<file path="src/rtl/vending_pkg.sv">
// rtl/vending_pkg.sv - shared types, coin codes and pricing for the vending controller
package vending_pkg;

    // Controller states: three credit levels plus the change-return phase
    typedef enum logic [1:0] {
        IDLE   = 2'd0,
        C5     = 2'd1,
        C10    = 2'd2,
        RETURN = 2'd3
    } state_t;

    localparam logic [1:0] COIN_NONE    = 2'b00;
    localparam logic [1:0] COIN_NICKEL  = 2'b01;
    localparam logic [1:0] COIN_DIME    = 2'b10;
    localparam logic [1:0] COIN_QUARTER = 2'b11;

    localparam logic [5:0] PRICE = 6'd15;

    // Coin code to value in cents
    function automatic logic [5:0] coin_value(input logic [1:0] code);
        case (code)
            COIN_NICKEL:  coin_value = 6'd5;
            COIN_DIME:    coin_value = 6'd10;
            COIN_QUARTER: coin_value = 6'd25;
            default:      coin_value = 6'd0;
        endcase
    endfunction

endpackage

</file>
<file path="src/rtl/vending_machine.sv">
// rtl/vending_machine.sv - single-product (15 cent) vending control FSM with nickel change return
module vending_machine
    import vending_pkg::*;
(
    input  logic       clk,
    input  logic       rst,
    input  logic [1:0] money,
    output logic       dispense,
    output logic       change
);

    state_t     r_state;
    logic [1:0] r_cnt;        // change nickels still owed after the current pulse
    logic       r_dispense;
    logic       r_change;

    state_t     w_next_state;
    logic [1:0] w_next_cnt;
    logic       w_next_dispense;
    logic       w_next_change;
    logic [5:0] w_credit;
    logic [5:0] w_total;
    logic [2:0] w_owed;

    // Next-state and next-output decode; outputs are registered from these
    always_comb begin
        w_next_state    = r_state;
        w_next_cnt      = r_cnt;
        w_next_dispense = 1'b0;
        w_next_change   = 1'b0;
        w_credit        = 6'd0;
        w_total         = 6'd0;
        w_owed          = 3'd0;

        case (r_state)
            C5:      w_credit = 6'd5;
            C10:     w_credit = 6'd10;
            default: w_credit = 6'd0;
        endcase

        if (r_state == RETURN) begin
            // Coins arriving here are dropped; just pay out the next nickel
            w_next_change = 1'b1;
            w_next_cnt    = r_cnt - 2'd1;
            if (r_cnt <= 2'd1) begin
                w_next_state = IDLE;
                w_next_cnt   = 2'd0;
            end
        end else begin
            w_total = w_credit + coin_value(money);
            if (w_total < PRICE) begin
                case (w_total)
                    6'd5:    w_next_state = C5;
                    6'd10:   w_next_state = C10;
                    default: w_next_state = IDLE;
                endcase
            end else begin
                // Totals are multiples of 5 in 15..35, so excess nickels are 0..4
                case (w_total)
                    6'd20:   w_owed = 3'd1;
                    6'd25:   w_owed = 3'd2;
                    6'd30:   w_owed = 3'd3;
                    6'd35:   w_owed = 3'd4;
                    default: w_owed = 3'd0;
                endcase
                w_next_dispense = 1'b1;
                w_next_change   = (w_owed != 3'd0);
                if (w_owed > 3'd1) begin
                    w_next_state = RETURN;
                    // First nickel goes out with the vend; the counter holds the rest
                    w_next_cnt   = w_owed[1:0] - 2'd1;
                end else begin
                    w_next_state = IDLE;
                    w_next_cnt   = 2'd0;
                end
            end
        end
    end

    // State, counter and output registers with asynchronous clear
    always_ff @(posedge clk or negedge rst) begin
        if (!rst) begin
            r_state    <= IDLE;
            r_cnt      <= 2'd0;
            r_dispense <= 1'b0;
            r_change   <= 1'b0;
        end else begin
            r_state    <= w_next_state;
            r_cnt      <= w_next_cnt;
            r_dispense <= w_next_dispense;
            r_change   <= w_next_change;
        end
    end

    assign dispense = r_dispense;
    assign change   = r_change;

endmodule

</file>
<file path="config.mk">
export PLATFORM = sky130hd
export DESIGN_NAME = vending_machine
export DESIGN_NICKNAME = d
export VERILOG_FILES = /design/src/rtl/vending_pkg.sv /design/src/rtl/vending_machine.sv
export SDC_FILE = /design/constraint.sdc
export NUM_CORES = 1
export LEC_CHECK = 0
export ABC_AREA = 1
export BUFFER_PORTS_ARGS = -buffer_cell sky130_fd_sc_hd__buf_2
export CAP_MARGIN = 15
export CORE_AREA = 2 2 39 41
export CTS_CLUSTER_SIZE = 8
export DETAILED_ROUTE_END_ITERATION = 6
export DIE_AREA = 0 0 41 43
export PLACE_DENSITY_LB_ADDON = 0.08
export SETUP_SLACK_MARGIN = 0.02
export SLEW_MARGIN = 0
export SYNTH_ARGS = -nofsm -noshare
export SYNTH_HDL_FRONTEND = slang
export SYNTH_SLANG_ARGS = --single-unit
export TNS_END_PERCENT = 10
</file>
<file path="constraint.sdc">
create_clock -name clk -period 5.1 [get_ports clk]
set_input_delay 0.765 -clock clk [delete_from_list [all_inputs] [get_ports clk]]
set_output_delay 0.765 -clock clk [all_outputs]
set_load 0.05 [all_outputs]
</file>
Yosys cells after proc, flatten, opt, wreduce, memory -nomap -nowiden
Cells that the tools add are included.
W data, S select, Z words.
Word-level totals
  register bits: 6
  latch bits: 0
  RAM bits: 0
  memory bits (read-only): 0
  input port bits: 4
  output and inout port bits: 2
  word-level logic and storage cells: 44
  memories kept: 0
Cells by class
  add/subtract/negate cells: 3
  $mul: 0
  divide/modulo/power cells: 0
  magnitude comparators: 3
  eq/ne operators: 14
  shift-type cells: 0
  mux-type cells: 19
  bitwise gates (word level): 0
  reduce and logical (&&, ||, !) cells: 1
Operators by type and width (count)
  $eq A6 B5 Y1 const B: 3
  $mux W2: 8
  $pmux W5 S3: 1
  $pmux W3 S4: 1
  $eq A2 B2 Y1 const B: 4
  $pmux W4 S2: 1
  $add A6 B6 Y6: 1
  $eq A6 B3 Y1 const B: 1
  $eq A6 B4 Y1 const B: 1
  $eq A6 B6 Y1 const B: 1
  $lt A6 B4 Y1 const B: 1
  $mux W3: 2
  $mux W6: 1
  $eq A2 B1 Y1 const B: 2
  $mux W1: 4
  $pmux W2 S2: 1
  $sub A2 B1 Y2 const B: 2
  $gt A3 B1 Y1 const B: 1
  $reduce_bool A3 Y1: 1
  $le A2 B1 Y1 const B: 1
  $ne A2 B1 Y1 const B: 1
  $ne A2 B2 Y1 const B: 1

Logic depth before layout (Yosys ltp)
  word-level depth: 12
  mapped depth: 16
  gate-level depth less buffers: 16

Worst setup path after synthesis
OpenSTA, ideal clock, no wires.
  path kind: in2reg
  from: input port money[1]
  to: register r_cnt[1]
  setup time: 0.125 ns
  arrival: 2.363 ns
  data required time: 4.975 ns
  path slack: 2.612 ns
  stages: 15
  path buffers: 0
  cell sequence: inv_2 -> nor2_2 -> nand2_2 -> and2_1 -> ha_1 -> inv_1 -> nand2_4 -> xor2_2 -> nand2_1 -> o21ai_0 -> nand2_1 -> ha_1 -> inv_1 -> nand3_1 -> nand3_1
Between the ends
  cells in the longest elaborated chain, start to end: 12
  elaborated cells between the ends (all ways): 20
  classes of those cells: add/sub: 2; order compare: 2; eq/ne: 8; mux: 8
Ends and longest elaborated chain
  start, declared: line vending_machine.sv:7  | input logic [1:0] money,
  $eq A2 B2 Y1 or $eq A2 B1 Y1 (tied branches): line vending_pkg.sv:21  | case (code)
  $pmux W5 S3 (*): line vending_pkg.sv:21
  $mux W6 (*): line vending_machine.sv:41  | if (r_state == RETURN) begin
  $add A6 B6 Y6 (*): line vending_machine.sv:50  | w_total = w_credit + coin_value(money);
  $eq A6 B6 Y1 or $eq A6 B5 Y1 (tied branches): line vending_machine.sv:59  | case (w_total)
  $pmux W3 S4: line vending_machine.sv:59
  $mux W3: line vending_machine.sv:51  | if (w_total < PRICE) begin
  $mux W3: line vending_machine.sv:41
  $gt A3 B1 Y1 or $sub A2 B1 Y2 (tied branches): line vending_machine.sv:68, vending_machine.sv:71
  $mux W2: line vending_machine.sv:68  | if (w_owed > 3'd1) begin
  $mux W2: line vending_machine.sv:51
  $mux W2: line vending_machine.sv:41
  end signal, assigned: line vending_machine.sv:89  | r_cnt <= w_next_cnt;
  end, declared: line vending_machine.sv:13  | logic [1:0] r_cnt;
Mark *: on every way between the ends. The rest lies on a longest branch, timed or not. The select of a mux whose other input is x is not followed.
A chain may end at the register's enable or synchronous reset.

Worst setup path in the final report
Ends and elaborated chain as after synthesis.

==> impl_metrics.tcl <==
set metrics [dict create \
    crit_family "simple AND/OR/NAND/NOR gates" \
    cts_sinks 6 \
    io_buffers 5 \
    hold_buffers 0 \
    syn_avg_cell_area_um2 6.82 \
    root_buffer "clkbuf_4" \
    hold_viol 0 \
    min_period_ns 2.56 \
    yosysUniqueCellTypes 23 \
    drt_iter0_markers 11 \
    max_slew_margin_pct 81.7 \
    die_area_um2 1760 \
    viasPerCell 4.97 \
    ys_warn_count 0 \
    die_y_um 43 \
    r2r_start "r_state[0]" \
    r2r_slack_ns 2.75 \
    globalplace.congestion 0.778 \
    dr.pass1.iters 4 \
    setup_viol 0 \
    drtAntennaViolNets 0 \
    final_area_um2 742 \
    end_kind "flip-flop" \
    cp.required_ns 5.22 \
    ys_top_cells_by_area "dfrtp_1, nand2_1, nand3_1" \
    hold_path.class "primary input to asynchronous set/reset pin" \
    synth-edff-count 0 \
    cp.arrival_ns 2.68 \
    r2r.worst_path.cells 16 \
    yosysTopAreaCell "dfrtp_1" \
    drive_gt1_share_pct 27.4 \
    yosys.area.top_type_share_pct 22.0 \
    synth_seq_area_share_pct 22.0 \
    overflow 0 \
    clk_latency_ns 0.24 \
    slowest_delay_ns 0.27 \
    final_net_count 117 \
    finalSetupTns_ns 0 \
    area_delta_synth_final_pct 8.81 \
    fin_worst_skew_ns 0.00381 \
    cts_setup_buffers 0 \
    holdWs_ns 0.336 \
    critical_path_buf_inv_count 4 \
    cts_buffers 3 \
    start_kind "primary input" \
    die_w_um 41 \
    grt_pass1_vias 541 \
    max_cap_violations 0 \
    hpwlAfterDp_mm 1.07 \
    critPathMaxFanout 6 \
    power-per-cell-area_nw_per_um2 380 \
    async_flop_share_pct 100 \
    path_class "primary input to flip-flop" \
    initial_core_util_pct 49.3 \
    clk_pin_slew_ns 0.05 \
    path_cells "buf_2 > inv_2 > nor2_2 > nand2_2 > and2_1 > ha_1 > inv_1 > nand2_4 > xor2_2 > nand2_1 > o21ai_0 > nand2_1 > ha_1 > inv_1 > nand3_1 > nand3_1" \
    syn-cell-area_um2 682 \
    max_freq_mhz 391 \
    clk_path_buf_depth 2 \
    drt_wl_total_mm 1.28 \
    fp-row-count 14 \
    p_leak_nw 0.415 \
    vias 606 \
    grt_pass1_wl_mm 2.03 \
    syn_inst 100 \
    place_area_um2 719 \
    cts_tree "done" \
    htreeDepth 1 \
    grt_max_degree 7 \
    num_antenna_cells 0 \
    power_mw 0.282 \
    ys_ff_latch 6 \
    nFillCells 132 \
    ir_drop_v 0.000282 \
    grt_antenna_before_repair 0 \
    rsz0062_at_grt "false" \
    io_pins 6 \
    synth_ff_type "dfrtp_1" \
    r2r-end "r_cnt[1]" \
    fin_crit_sh_pct 50.2 \
    cts_resized 0 \
    grtUsageTotal_pct 17.1 \
    wl_per_cell_um 10.5 \
    synth_nets 109 \
    status "complete, no violations" \
    tightest_slew_ns 0.274 \
    coreArea_um2 1380 \
    cp_slowest_cell "ha_1" \
    drcViolationCount 0 \
    slew_viol_final 0 \
]
==> power by group <==
| group | switching (mW) | leakage, nW | internal [mW] |
|---|---|---|---|
| logic | 0.107 | 0.321 | 0.0566 |
| clock network | 0.0167 | 0.0138 | 0.0266 |
| registers | 0.0118 | 0.0810 | 0.0628 |
| total | 0.136 | 0.415 | 0.146 |
==> synth_stat cells, types with 2 or more instances <==
library cell   n
inv_2          3
ha_1           5
nand2_1       24
nand4_1        2
nor2_2         2
nor2_4         3
nand2_2        6
xor2_2         2
nand3_1       15
nor2_1         5
a21oi_1        4
clkbuf_1       2
inv_1         12
dfrtp_1        6
==> per-layer routing <==
layer / vias to the layer above / part of all wire [%] / track usage [%] / routed length, µm
li1: 331 / - / - / -
met1: 269 / 46 / 18.9 / 584
met2: 6 / 53 / 29.4 / 678
met3: 0 / 1.2 / 3.14 / 15
met4: 0 / 0 / 8.00 / 0
met5: - / 0 / 0 / 0
==> state kept, by name, indices dropped and copies added, names as in the netlist <==
signal / flops
dispense: 1
r_state: 2
change: 1
r_cnt: 2
==> layout make-up <==
class | count | area (µm²) | area share, %
Tap cell | 16 | 20.0 | 2.70
Multi-Input combinational cell | 77 | 468 | 63.1
Sequential cell | 6 | 150 | 20.2
Timing Repair Buffer | 5 | 25.0 | 3.37
Inverter | 15 | 56.3 | 7.59
Clock buffer | 3 | 22.5 | 3.04
==> metrics by stage <==
| step | utilization (%) | setup slack (ns) | cells |
|---|---|---|---|
| floorplan | - | 2.61 | 100 |
| global placement | 52.0 | 2.29 | 119 |
| detailed placement | 52.0 | 2.30 | 119 |
| CTS | 53.6 | 2.54 | 122 |
| global route | 53.6 | 2.36 | 122 |
| finish | 53.6 | 2.54 | 122 |
==> logic make-up (layout without fill, tap and decap cells) <==
family | count (synthesis) | after routing | synth area share (%)
simple gates | 63 | 63 | 48.8
buf+inv | 17 | 23 | 9.36
compound gates | 7 | 7 | 5.87
flops | 6 | 6 | 22.0
fa+ha+maj | 5 | 5 | 9.17
xor+xnor | 2 | 2 | 4.77
==> worst reg2reg max path, cell delays in order (launching register included) <==
cell	delay, ns
dfrtp_1	0.42
inv_2	0.08
nor2_1	0.05
ha_1	0.40
nand2_1	0.07
inv_1	0.05
nand3_1	0.12
nand3_1	0.12
nand2_1	0.08
nand2_1	0.11
nand3_1	0.09
o21ai_0	0.09
nand2_1	0.09
ha_1	0.28
inv_1	0.03
nand3_1	0.07
nand3_1	0.07
==> how the worst max path moves through the flow <==
stage	startpoint	end	slack, ns	cells after the start
global route	money[1]	r_cnt[1]	2.36	16
global placement	money[1]	r_cnt[1]	2.29	16
finish	money[1]	r_cnt[1]	2.54	16
CTS	money[1]	r_cnt[1]	2.54	16
floorplan	money[1]	r_cnt[1]	2.61	15
detailed placement	money[1]	r_cnt[1]	2.30	16
==> cell usage in the layout (no fill, tap or decap) <==
cell type   n
nand2_1    24
nand3_1    15
inv_1      12
nand2_2     6
dfrtp_1     6
nor2_1      5
ha_1        5
buf_2       5
a21oi_1     4
inv_2       3
nor2_4      3
clkbuf_4    3
nor2_2      2
xor2_2      2
nand4_1     2
and2_1      1
nand2_4     1
o21ai_0     1
nand3_2     1
nand3b_2    1
a21oi_2     1
a31oi_1     1
or2_2       1
nand3b_1    1
(Power assumes the default switching activity.)
